<file path="src/rtl/wb_regfile.sv">
// Writeback-stage register file: 31 x 32-bit registers (x0 hard-wired to zero),
// two combinational read ports with optional same-cycle write forwarding,
// a one-cycle commit strobe and a retired-writeback counter.
module wb_regfile #(
  parameter int unsigned BYPASS = 1,
  parameter int unsigned CNT_W  = 32
) (
  input  logic             clk,
  input  logic             rst_n,
  input  logic             wm2reg,
  input  logic             wwreg,
  input  logic [31:0]      wmo,
  input  logic [31:0]      walu,
  input  logic [4:0]       wrn,
  input  logic [4:0]       rna,
  input  logic [4:0]       rnb,
  output logic [31:0]      qa,
  output logic [31:0]      qb,
  output logic [31:0]      wdata,
  output logic             wb_valid,
  output logic [CNT_W-1:0] instret
);

  logic [31:0] regs [1:31];
  logic        wr_en;

  assign wdata = wm2reg ? wmo : walu;
  assign wr_en = wwreg && (wrn != 5'd0);

  // Register storage: async clear, write x1..x31 only
  always_ff @(posedge clk or negedge rst_n) begin
    if (!rst_n) begin
      for (int unsigned i = 1; i < 32; i++) begin
        regs[i] <= '0;
      end
    end else if (wr_en) begin
      regs[wrn] <= wdata;
    end
  end

  // Read port A: x0 reads zero, optional forwarding of the pending write
  always_comb begin
    qa = '0;
    if (rna != 5'd0) begin
      if ((BYPASS != 0) && wr_en && (rna == wrn)) qa = wdata;
      else                                        qa = regs[rna];
    end
  end

  // Read port B: identical rules to port A
  always_comb begin
    qb = '0;
    if (rnb != 5'd0) begin
      if ((BYPASS != 0) && wr_en && (rnb == wrn)) qb = wdata;
      else                                        qb = regs[rnb];
    end
  end

  // Commit strobe and retire counter; wrn=0 writebacks still retire
  always_ff @(posedge clk or negedge rst_n) begin
    if (!rst_n) begin
      wb_valid <= 1'b0;
      instret  <= '0;
    end else begin
      wb_valid <= wr_en;
      if (wwreg) instret <= instret + CNT_W'(1);
    end
  end

endmodule
</file>
<file path="config.mk">
export PLATFORM = sky130hd
export DESIGN_NAME = wb_regfile
export DESIGN_NICKNAME = d
export VERILOG_FILES = /design/src/rtl/wb_regfile.sv
export SDC_FILE = /design/constraint.sdc
export NUM_CORES = 2
export LEC_CHECK = 0
export CORE_MARGIN = 3
export CORE_UTILIZATION = 30
export DETAILED_ROUTE_END_ITERATION = 16
export HOLD_SLACK_MARGIN = 0.03
export MAX_ROUTING_LAYER = met4
export PLACE_DENSITY_LB_ADDON = 0.15
export SLEW_MARGIN = 20
export SYNTH_ARGS = -nofsm -noshare
export SYNTH_HDL_FRONTEND = slang
export SYNTH_SLANG_ARGS = --single-unit
</file>
<file path="constraint.sdc">
create_clock -name clk -period 2.85 [get_ports clk]
set_input_delay 0.57 -clock clk [delete_from_list [all_inputs] [get_ports clk]]
set_output_delay 0.57 -clock clk [all_outputs]
set_load 0.005 [all_outputs]
</file>
==> impl_metrics.tcl <==
set metrics [dict create \
    fmax_mhz 296 \
    worst_ep_arrival_time_ps 2810 \
    ir_worst_vdd_uv 499 \
    synth_nets 4938 \
    drcViolationCount 0 \
    slowest_delay_ps 560 \
    critical_path_peak_fanout 13 \
    period_minus_slack_ps 3380 \
    timing.final.ws_setup_ps -530 \
    drt_iter0_drc 3754 \
    slew_headroom 0.533 \
    dieArea_um2 183000 \
    cp_num_cells 9 \
    dr.pass1.iters 5 \
    pin_count 212 \
    p_total_mw 48.7 \
    drv_cap 0 \
    power.net_switching_mw 14.8 \
    finalCritPeriodShare 1.19 \
    pwr-share-comb 0.262 \
    r2r-start "instret[2]$_DFFE_PN0P_" \
    wire_per_inst_um 28.5 \
    skew_ps 16.1 \
    power_frac_clock 0.324 \
    io_buffers 211 \
    tightest_slew_ps 700 \
    fin_util 0.413 \
    core.rowCount 153 \
    clock-sinks 1025 \
    ys.warnings.count 0 \
    grt_usage 0.252 \
    cts_max_path_buffers 3 \
    hold_viol 0 \
    cts.clk_slew.worst_paths_ps 60 \
    antenna_found_initial 2 \
    viasPerCell 5.45 \
    start_util 0.304 \
    status "finished with violations" \
    clock_latency_ps 730 \
    ys_types 57 \
    path_cells "buf_2 > buf_4 > inv_2 > buf_12 > buf_4 > nor2_1 > o41ai_2 > o22a_1 > clkdlybuf4s50_1" \
    cts_buffers 114 \
    powerDensity_nw_per_um2 674 \
    slew_violations 0 \
    cts_tree "built" \
    num_vias 43276 \
    async_flop_share 1.00 \
    p_leak_nw 30.7 \
    setup_viol 64 \
    crit_path_top_delay_cell "o41ai_2" \
    r2r_cells 6 \
    synth-seq-cells 1025 \
    syn2layout_area_growth_pct 35.8 \
    die_h_um 427 \
    path_buf_inv 6 \
    grt_max_degree 77 \
    dp_hpwl_um 148000 \
    crit_family "buffers and inverters" \
    fillCellCount 16668 \
    die_x_um 427 \
    crit_top_cell "buf_4" \
    core-area_um2 175000 \
    rsz0062_at_grt "true" \
    grt_pass1_wl_um 325000 \
    ys.flop_type "dfrtp_1" \
    p_int_mw 33.9 \
    cp-start-kind "primary input" \
    seq_power_share 0.413 \
    first_global_vias 43138 \
    cts_max_level 3 \
    gp_congestion 0.859 \
    netSwitchingFraction 0.304 \
    setup.worst_path.class "primary input to output port" \
    cts_root_buf "clkbuf_16" \
    nNetsFinal 5612 \
    drive_gt1_frac 0.361 \
    worstPathRequired_ps 2280 \
    syn-instance-count 4854 \
    drtAntennaViolNets 0 \
    hold_path.class "primary input to asynchronous set/reset pin" \
    crit_path_end_kind "output port" \
    startpoint "rna[2]" \
    ys_seq_area_frac 0.482 \
    avgSynthCellArea_um2 11.0 \
    grt-ovfl-total 0 \
    wirelength_um 227000 \
    synth-edff-count 0 \
    syn_area_um2 53200 \
    violations "setup timing" \
]
## cells in the mapped netlist (5+ instances only)
cell type	instances	area, um2
buf_4	30	225
buf_6	22	248
a21oi_1	527	2640
o22ai_1	40	250
dfrtp_1	1025	25600
mux2i_1	61	611
o41ai_1	27	236
inv_1	37	139
mux2_2	104	1170
nor3_1	13	65.1
a221oi_1	82	718
nand4_1	9	56.3
a22oi_1	103	773
and3_1	12	75.1
nand3_1	38	190
mux4_2	409	9210
nand3b_1	5	37.5
nor2_1	600	2250
o22a_1	37	324
nor3b_1	5	37.5
xor2_1	16	140
xnor2_1	25	219
a22o_1	40	350
buf_1	7	26.3
and4_1	6	52.6
clkbuf_1	283	1060
nand2_1	534	2000
buf_2	159	796
a2111oi_0	14	123
mux4_1	20	526
o21ai_0	508	2540
nor2_2	12	75.1
## layer usage
layer  up-vias  routed length [um]  track usage
li1      19128                   -            -
met1     22486               98300        0.338
met2      1336              109000        0.404
met3       326               12000       0.0286
met4         0                6990       0.0760
met5         -                   0            -
## power by group through the flow
stage               combinational [mW]  sequential, mW  clock [mW]
finish                            12.8            20.1        15.8
global route                      13.8            20.5        16.7
CTS                               12.5            20.0        16.1
detailed placement                11.4            20.3           0
global placement                  11.3            20.1           0
floorplan                         7.08            19.5           0
## worst register-to-register path, stage by stage, from the launching register on
cell	delay (ps)
dfrtp_1	440
and4_1	250
buf_4	120
and3_1	310
nand3_1	250
nor2_1	190
xor2_1	150
## cells by family after synthesis
family                     share of synthesized area
adders and majority gates                   0.000235
buffers and inverters                         0.0485
muxes                                          0.217
DFF                                            0.482
xor gates and xnor gates                     0.00675
and+or+nand+nor                               0.0938
AOI/OAI and AO/OA                              0.152
## cell usage in the layout, fill, tap and decap left out, types with 16 or more instances in the layout
cell type and instances:
buf_4 498, nand3_1 20, a22oi_2 84, clkinv_2 24
mux2i_4 28, xnor2_1 24, clkbuf_8 30, buf_8 31
buf_6 92, a221oi_2 40, buf_2 60, clkbuf_16 122
a22oi_1 19, a21oi_1 516, o22a_1 36, inv_1 35
dfrtp_1 1025, nor2_1 557, a22o_1 40, clkdlybuf4s50_1 130
mux2i_2 25, nand2_4 16, nor2_2 26, buf_16 18
buf_12 223, clkbuf_1 22, nand2_1 514, mux2_2 98
a221oi_1 34, nor2_4 29, o21ai_0 487, mux4_2 425
o22ai_1 27
## sequential cells by signal, summed over array words and instances (netlist names)
signal,count
wb_valid,1
instret,32
regs,992
## path summary, 6_finish.rpt
check / slack, ps / endpoint
hold / removal: 440 / regs[813]$_DFFE_PN0P_
hold reg to reg: 480 / instret[31]$_DFFE_PN0P_
max in group asynchronous: 1470 / regs[704]$_DFFE_PN0P_
setup reg to reg: 1070 / instret[20]$_DFFE_PN0P_
min in group clk: 480 / instret[31]$_DFFE_PN0P_
setup / recovery: -530 / qa[28]
## what timing repair did
item,CTS,global route
resized for setup,782,174
cloned,13,6
hold buffers,1,0
endpoints found under the setup margin,64,64
pin swaps,158,92
buffers inserted,165,64
hold endpoints to repair,20,0
## cell type report
cell class	count	area, um2	share of cell area
Multi-Input combinational cell	3286	27600	0.382
Sequential cell	1025	25600	0.355
Timing Repair Buffer	1064	12100	0.167
Inverter	37	143	0.00197
Tap cell	2325	2910	0.0402
Antenna cell	1	2.50	0.0000346
Clock inverter	40	544	0.00753
Clock buffer	168	3400	0.0470
## per-stage QoR
step | instances | hold WS (ps) | setup TNS (ps) | worst slack (ps) | instance area (um2)
2_1_floorplan | 4854 | 274 | 0 | 168 | 53200
3_3_place_gp | 7528 | 464 | -62600 | -1420 | 63600
3_5_place_dp | 7528 | 466 | -60940 | -1450 | 63600
4_1_cts | 7899 | 409 | -13910 | -569 | 71300
5_1_grt | 7945 | 445 | -15940 | -567 | 72300
6_report | 7946 | 441 | -12170 | -530 | 72300
No activity file was read; power rests on OpenSTA's default activity.
